File: config.mk
export PLATFORM = sky130hd
export DESIGN_NAME = tx_frame_wrapper
export DESIGN_NICKNAME = d
export VERILOG_FILES = /design/src/rtl/tx_frame_wrapper_pkg.sv /design/src/rtl/tx_keep_count.sv /design/src/rtl/tx_frame_wrapper.sv
export SDC_FILE = /design/constraint.sdc
export NUM_CORES = 1
export LEC_CHECK = 0
export CORE_MARGIN = 4
export CORE_UTILIZATION = 25
export DETAILED_ROUTE_END_ITERATION = 6
export PLACE_DENSITY_LB_ADDON = 0.3
export SKIP_CTS_REPAIR_TIMING = 1
export SYNTH_ARGS = -nofsm -noshare
export SYNTH_HDL_FRONTEND = slang
export SYNTH_HIERARCHICAL = 1
export SYNTH_SLANG_ARGS = --single-unit
export TNS_END_PERCENT = 5
File: constraint.sdc
create_clock -name clk -period 3.4 [get_ports clk]
set_input_delay 0.68 -clock clk [delete_from_list [all_inputs] [get_ports clk]]
set_output_delay 0.68 -clock clk [all_outputs]
set_load 0.02 [all_outputs]
File: src/rtl/tx_frame_wrapper_pkg.sv
// Shared definitions for the TX frame wrapper: FSM states, header layout, default sync word.
// The default MAGIC value is also what the host-side parser searches for.
// Header word layout: [31:16] magic, [15:0] frame sequence number.
package tx_frame_wrapper_pkg;

  typedef enum logic [2:0] {
    ST_IDLE  = 3'd0,
    ST_HEAD  = 3'd1,
    ST_DATA  = 3'd2,
    ST_TRAIL = 3'd3,
    ST_CSUM  = 3'd4,
    ST_FINAL = 3'd5
  } state_t;

  localparam int HDR_MAGIC_LSB = 16;
  localparam int HDR_SEQ_LSB   = 0;

  localparam logic [15:0] MAGIC_DEFAULT = 16'hA55A;

  // Assemble a header word from its two fields
  function automatic logic [31:0] make_header(input logic [15:0] magic, input logic [15:0] seq);
    logic [31:0] w;
    w = '0;
    w[HDR_MAGIC_LSB +: 16] = magic;
    w[HDR_SEQ_LSB +: 16]   = seq;
    return w;
  endfunction

endpackage

File: src/rtl/tx_keep_count.sv
// Purpose: per-beat enabled-byte count and enabled-byte sum from tdata/tkeep.
// Latency: combinational, 0 clk.
// Backpressure: none; pure function of the current beat.
module tx_keep_count (
  input  logic [31:0] beat_dat,
  input  logic [3:0]  beat_keep,
  output logic [2:0]  byte_cnt,
  output logic [9:0]  byte_sum
);

  // Walk the four byte lanes, counting and summing only the enabled ones
  always_comb begin
    byte_cnt = '0;
    byte_sum = '0;
    for (int b = 0; b < 4; b++) begin
      if (beat_keep[b]) begin
        byte_cnt = byte_cnt + 3'd1;
        byte_sum = byte_sum + {2'b00, beat_dat[8*b +: 8]};
      end
    end
  end

endmodule

File: src/rtl/tx_frame_wrapper.sv
// Purpose: wraps each 32-bit AXI-stream packet as {header, payload..., byte-count trailer[, checksum]}.
// Latency: payload in->out 1 clk; header costs one extra word before the first payload beat.
// Backpressure: single output slot, i_tready only in DATA while the slot is free; TX_FRAME_CSUM_EN adds a checksum word.
module tx_frame_wrapper
  import tx_frame_wrapper_pkg::*;
#(
  parameter logic [15:0] MAGIC    = MAGIC_DEFAULT,
  parameter logic [15:0] SEQ_INIT = 16'h0000
) (
  input  logic        clk,
  input  logic        rstn,
  output logic        i_tready,
  input  logic        i_tvalid,
  input  logic [31:0] i_tdata,
  input  logic [3:0]  i_tkeep,
  input  logic        i_tlast,
  input  logic        o_tready,
  output logic        o_tvalid,
  output logic [31:0] o_tdata,
  output logic [3:0]  o_tkeep,
  output logic        o_tlast
);

  state_t      state_q, state_d;
  logic [15:0] seq_q, seq_d;
  logic [31:0] byte_cnt_q, byte_cnt_d;
`ifdef TX_FRAME_CSUM_EN
  logic [31:0] csum_q, csum_d;
`endif
  logic        o_tvalid_q, o_tvalid_d;
  logic [31:0] o_tdata_q, o_tdata_d;
  logic [3:0]  o_tkeep_q, o_tkeep_d;
  logic        o_tlast_q, o_tlast_d;

  logic        slot_free;
  logic        beat_acc;
  logic [2:0]  beat_cnt;
  logic [9:0]  beat_sum;

  tx_keep_count u_keep_count (
    .beat_dat  (i_tdata),
    .beat_keep (i_tkeep),
    .byte_cnt  (beat_cnt),
    .byte_sum  (beat_sum)
  );

`ifndef TX_FRAME_CSUM_EN
  logic unused_sum;
  assign unused_sum = ^beat_sum;
`endif

  assign slot_free = ~o_tvalid_q | o_tready;
  assign i_tready  = (state_q == ST_DATA) & slot_free;
  assign beat_acc  = i_tvalid & i_tready;

  assign o_tvalid = o_tvalid_q;
  assign o_tdata  = o_tdata_q;
  assign o_tkeep  = o_tkeep_q;
  assign o_tlast  = o_tlast_q;

  // Frame sequencing and output-slot loading; the slot empties by default when the sink takes it
  always_comb begin
    state_d    = state_q;
    seq_d      = seq_q;
    byte_cnt_d = byte_cnt_q;
`ifdef TX_FRAME_CSUM_EN
    csum_d     = csum_q;
`endif
    o_tvalid_d = o_tvalid_q & ~o_tready;
    o_tdata_d  = o_tdata_q;
    o_tkeep_d  = o_tkeep_q;
    o_tlast_d  = o_tlast_q;

    case (state_q)
      ST_IDLE: begin
        // A pending beat triggers the header; the beat itself waits for DATA
        if (i_tvalid) begin
          o_tvalid_d = 1'b1;
          o_tdata_d  = make_header(MAGIC, seq_q);
          o_tkeep_d  = 4'hF;
          o_tlast_d  = 1'b0;
          state_d    = ST_HEAD;
        end
      end
      ST_HEAD: begin
        if (o_tready) begin
          byte_cnt_d = '0;
`ifdef TX_FRAME_CSUM_EN
          csum_d     = '0;
`endif
          state_d    = ST_DATA;
        end
      end
      ST_DATA: begin
        if (beat_acc) begin
          byte_cnt_d = byte_cnt_q + {29'd0, beat_cnt};
`ifdef TX_FRAME_CSUM_EN
          csum_d     = csum_q + {22'd0, beat_sum};
`endif
          // Empty beats only contribute to the count, never to the output stream
          if (i_tkeep != 4'h0) begin
            o_tvalid_d = 1'b1;
            o_tdata_d  = i_tdata;
            o_tkeep_d  = i_tkeep;
            o_tlast_d  = 1'b0;
          end
          if (i_tlast) begin
            state_d = ST_TRAIL;
          end
        end
      end
      ST_TRAIL: begin
        if (slot_free) begin
          o_tvalid_d = 1'b1;
          o_tdata_d  = byte_cnt_q;
          o_tkeep_d  = 4'hF;
`ifdef TX_FRAME_CSUM_EN
          o_tlast_d  = 1'b0;
          state_d    = ST_CSUM;
`else
          o_tlast_d  = 1'b1;
          state_d    = ST_FINAL;
`endif
        end
      end
`ifdef TX_FRAME_CSUM_EN
      ST_CSUM: begin
        if (slot_free) begin
          o_tvalid_d = 1'b1;
          o_tdata_d  = csum_q;
          o_tkeep_d  = 4'hF;
          o_tlast_d  = 1'b1;
          state_d    = ST_FINAL;
        end
      end
`endif
      ST_FINAL: begin
        // Sequence advances only once the closing word has actually left
        if (o_tready) begin
          seq_d   = seq_q + 16'd1;
          state_d = ST_IDLE;
        end
      end
      default: begin
        state_d = ST_IDLE;
      end
    endcase
  end

  // State and output-slot registers; reset discards any partial frame
  always_ff @(posedge clk or negedge rstn) begin
    if (!rstn) begin
      state_q    <= ST_IDLE;
      seq_q      <= SEQ_INIT;
      byte_cnt_q <= '0;
`ifdef TX_FRAME_CSUM_EN
      csum_q     <= '0;
`endif
      o_tvalid_q <= 1'b0;
      o_tdata_q  <= '0;
      o_tkeep_q  <= '0;
      o_tlast_q  <= 1'b0;
    end else begin
      state_q    <= state_d;
      seq_q      <= seq_d;
      byte_cnt_q <= byte_cnt_d;
`ifdef TX_FRAME_CSUM_EN
      csum_q     <= csum_d;
`endif
      o_tvalid_q <= o_tvalid_d;
      o_tdata_q  <= o_tdata_d;
      o_tkeep_q  <= o_tkeep_d;
      o_tlast_q  <= o_tlast_d;
    end
  end

endmodule

# Word-level counts from Yosys, hierarchy flattened

Cells that the tools add are included.
Widths: inputs -> output; s select.

Input bits: 41
Output and inout port bits: 39
Logic and storage cells: 71
Bits in registers: 89

Mux-type cells: 34
Reduce and logical (&&, ||, !) cells: 8
Bitwise gates (word level): 6
Equal/unequal tests: 11
$add $sub $neg: 5

Operators with widths:

| operator              | number |
|---|---|
| $mux 32               | 6 |
| $pmux 32 s3           | 1 |
| $pmux 32 s2           | 1 |
| $add 32x3->32         | 1 |
| $mux 3                | 9 |
| $add 16x1->16 const B | 1 |
| $mux 4                | 4 |
| $pmux 3 s5            | 1 |
| $ne 2x2->1 const B    | 6 |
| $pmux 4 s3            | 1 |
| $mux 1                | 9 |
| $add 3x1->3 const B   | 2 |
| $eq 3x2->1 const B    | 2 |
| $pmux 1 s3            | 2 |
| $reduce_and 6->1      | 1 |
| $reduce_and 5->1      | 1 |
| $reduce_bool 4->1     | 1 |
| $and 1x1->1           | 3 |
| $eq 3x1->1 const B    | 1 |
| $eq 3x3->1 const B    | 1 |
| $logic_not 3->1       | 1 |
| $reduce_and 3->1      | 1 |
| $reduce_bool 3->1     | 1 |
| $add 1x1->2 const B   | 1 |
| 5 further kinds       | 6 |

# Longest topological paths before layout

Word-level depth: 10
Gate-level depth with buffers: 14
Gate-level depth less buffers: 12

# By module

Netlist, hierarchy kept.

By module, submodules not included:

| module           | cells an instance | area an instance (µm²) | seq. area each (µm²) | times used |
|---|---|---|---|---|
| tx_frame_wrapper | 471               | 4,485.6                | 2,227.1              | 1 |
| tx_keep_count    | 222               | 1,619.1                | 0.0                  | 1 |

# Worst setup path before layout

Ideal clock, no wire load.

Kind: in2reg
Start: in i_tkeep[2]
End: reg byte_cnt_q[27]
Library setup time: 78 ps
Required time: 3,322 ps
Stages: 12
Arrival: 3,484 ps
Setup slack: -162 ps
Buffers on the path: 3
Cells stage by stage: buf_2 > buf_1 > xor2_1 > ha_1 > mux2_2 > ha_1 > nand3_1 > a211o_1 > or4_1 > clkbuf_1 > or3_1 > a21oi_1

Word-level cells in the longest chain between the ends: 6

RTL lines:

| what                  | line                    | RTL |
|---|---|---|
| from (decl)           | tx_frame_wrapper.sv:15  | `input logic [3:0] i_tkeep,` |
| $mux 3 *              | tx_keep_count.sv:16     | `if (beat_keep[b]) begin` |
| $add 3x1->3           | tx_keep_count.sv:17     | `byte_cnt = byte_cnt + 3'd1;` |
| $mux 3 *              | tx_keep_count.sv:16     |  |
| named net beat_cnt[1] | tx_frame_wrapper.sv:37  | `logic [2:0] beat_cnt;` |
| $add 32x3->32 *       | tx_frame_wrapper.sv:96  | `byte_cnt_d = byte_cnt_q + {29'd0, beat_cnt};` |
| $mux 32 *             | tx_frame_wrapper.sv:95  | `if (beat_acc) begin` |
| $pmux 32 s2 *         | tx_frame_wrapper.sv:74  | `case (state_q)` |
| to (signal assigned)  | tx_frame_wrapper.sv:166 | `byte_cnt_q <= byte_cnt_d;` |
| to (decl)             | tx_frame_wrapper.sv:26  | `logic [31:0] byte_cnt_q, byte_cnt_d;` |

Mark *: on every way through the listed nets, which the timed path passes. The rest lies on a longest branch. The select of a mux whose other input is x is not followed.
A chain may end at the register's enable or synchronous reset.

# Worst setup path in the final report

Start: in i_tkeep[1]
End: reg byte_cnt_q[31]

Word-level cells in the longest chain between the ends: 8

RTL lines:

| what                  | line |
|---|---|
| $mux 3 *              | tx_keep_count.sv:16 |
| $add 3x1->3           | tx_keep_count.sv:17 |
| $mux 3 *              | tx_keep_count.sv:16 |
| $add 3x1->3           | tx_keep_count.sv:17 |
| $mux 3 *              | tx_keep_count.sv:16 |
| named net beat_cnt[1] | tx_frame_wrapper.sv:37 |
| $add 32x3->32 *       | tx_frame_wrapper.sv:96 |
| $mux 32 *             | tx_frame_wrapper.sv:95 |
| $pmux 32 s2 *         | tx_frame_wrapper.sv:74 |

Marks and branches as above.

==> summary.txt <==
Overall Global Routing Usage = 12.7%
Initial antenna violation count = 0
CP Class = input pin to register
Row count = 49
Via count = 3,911
Vias per cell = 4.86
Chip width = 144 um
Max Cap Violations = 0
Hold crit path type = input pin to asynchronous set/reset pin
Register-to-register setup slack = 890 ps
Global-route wire length before repair = 21,000 um
End of the critical path = byte_cnt_q[31]
Post-synthesis instance total = 489
Global route total overflow = 0
Critical Path Start = i_tkeep[1]
Min Tclk post-route = 3290 ps
Core Region = 18,000 um^2
Worst ir drop on vdd = 0.000321 V
Nets = 619
Die height = 144 um
Worst Skew = 15.1 ps
Post-synth net total = 538
Largest net degree at the start of global routing = 36
Drt total wl = 13,000 um
Place WS = -610 ps
WP data required = 3670 ps
Layout cells sized above 1 = 10.1%
Leakage power = 2.57 nW
Rel. slew slack = 53.5%
Number of antenna diodes = 0
Hpwl dp = 9610 um
Top Ports = 80
Reg2reg end = byte_cnt_q[26]
TritonCTS Buffers = 9
# DRC = 0
Pwr dens = 733 nW/um^2
Final setup fails = 0
Vias in the first global route = 3,946
TritonCTS clock tree = built
Avg WL per Cell = 16.2 um
Critical Path Source Type = input pin
Clock buffer depth = 2
Port Buffers = 79
CP arrival = 3560 ps
# H-tree levels = 3
Launching point of the worst reg2reg path = state_q[0]
Syn Std Cell Area = 4610 um^2
FF-to-FF path depth = 5
CTS root buffer = clkbuf_16
Final GP Congestion = 0.834
Final slew viol count = 0
DRT iter0 DRCs = 223
Worst skew pair latency = 350 ps
Final Cycle Share = 96.8%
Final worst-path setup slack = 110 ps
Max FO, Critical Path = 8
Area grow syn2layout = 32.9%
Syn_area_per_cell = 9.42 um^2
Final hold vios = 0
Status = complete, no violations
Clock Sinks = 89
Die footprint = 20,700 um^2
Post-route ant nets = 0
Critical Path Sink Type = register
Slew @ Worst Pin = 698 ps
Fmax = 304 MHz
TritonRoute pass-1 iters = 4
Clock transition at path regs = 70 ps
Yosys warns = 6
Final Core Density = 34.0%
Final Power = 4.48 mW
Starting Density = 25.6%
Final setup TNS = 0 ps
[layout make-up]
| cell class | count | area, um^2 |
|---|---|---|
| Multi-Input combinational cell | 359 | 2270 |
| Fill cell | 1865 | 11900 |
| Inverter | 7 | 26.3 |
| Timing Repair Buffer | 104 | 983 |
| Tap cell | 229 | 287 |
| Sequential cell | 89 | 2230 |
| Clock buffer | 9 | 225 |
| Clock inverter | 7 | 101 |
[critical path, cell delays in order]
cell and delay (ps):
dlymetal6s2s_1 100, inv_1 70, ha_4 280, xor2_2 180
ha_2 300, mux2_4 270, ha_1 290, nand3_2 80
a211o_1 260, or4_4 530, or3_4 390, a21oi_2 130
[layer usage]
| layer | share of wire [%] | routed length, um | track usage, % |
|---|---|---|---|
| met1 | 45 | 5880 | 17.1 |
| met2 | 48 | 6280 | 20.6 |
| met3 | 5.3 | 691 | 2.56 |
| met4 | 1.2 | 160 | 4.31 |
| met5 | 0 | 0 | 0 |
[registers in the layout, summed over array words and instances, names as in the netlist]
signal,cells
o_tlast,1
o_tvalid,1
state_q,3
byte_cnt_q,32
o_tdata,32
o_tkeep,4
seq_q,16
[through the flow]
step | hold WS (ps) | instances | cell area, um^2
2_1_floorplan | 384 | 489 | 4610
3_3_place_gp | 463 | 788 | 5740
3_5_place_dp | 475 | 788 | 5740
4_1_cts | 299 | 804 | 6060
5_1_grt | 323 | 804 | 6120
6_report | 291 | 804 | 6120
[report_power, final]
group,internal [mW],total [mW],switching (mW)
clock network,0.651,1.09,0.442
registers,1.31,1.53,0.219
logic,0.806,1.87,1.06
[placed cells by master (no fill, tap or decap), types with 4 or more instances in the layout]
cell type and count:
and2_1 4, or3_1 8, and3_1 13, clkdlybuf4s50_1 75
dfrtp_1 89, clkbuf_16 9, a221o_1 12, inv_1 6
xnor2_1 30, nor4b_1 4, ha_1 5, nand2b_1 5
and4_1 5, nand2_1 38, o21ai_0 23, nor4_1 11
xor2_1 7, mux2i_1 12, nor2_1 61, nand3_1 14
a21oi_1 32, nor3_1 16, nand4_1 8, buf_4 26
nor3b_1 9
[how the worst min path moves through the flow]
stage	to	slack, ps	depth (start not counted)
global route	byte_cnt_q[26]	320	1
global placement	seq_q[15]	460	1
floorplan	byte_cnt_q[0]	380	0
CTS	o_tdata[22]	300	1
finish	o_tdata[22]	290	1
detailed placement	o_tdata[10]	480	2
(Power assumes the default switching activity.)
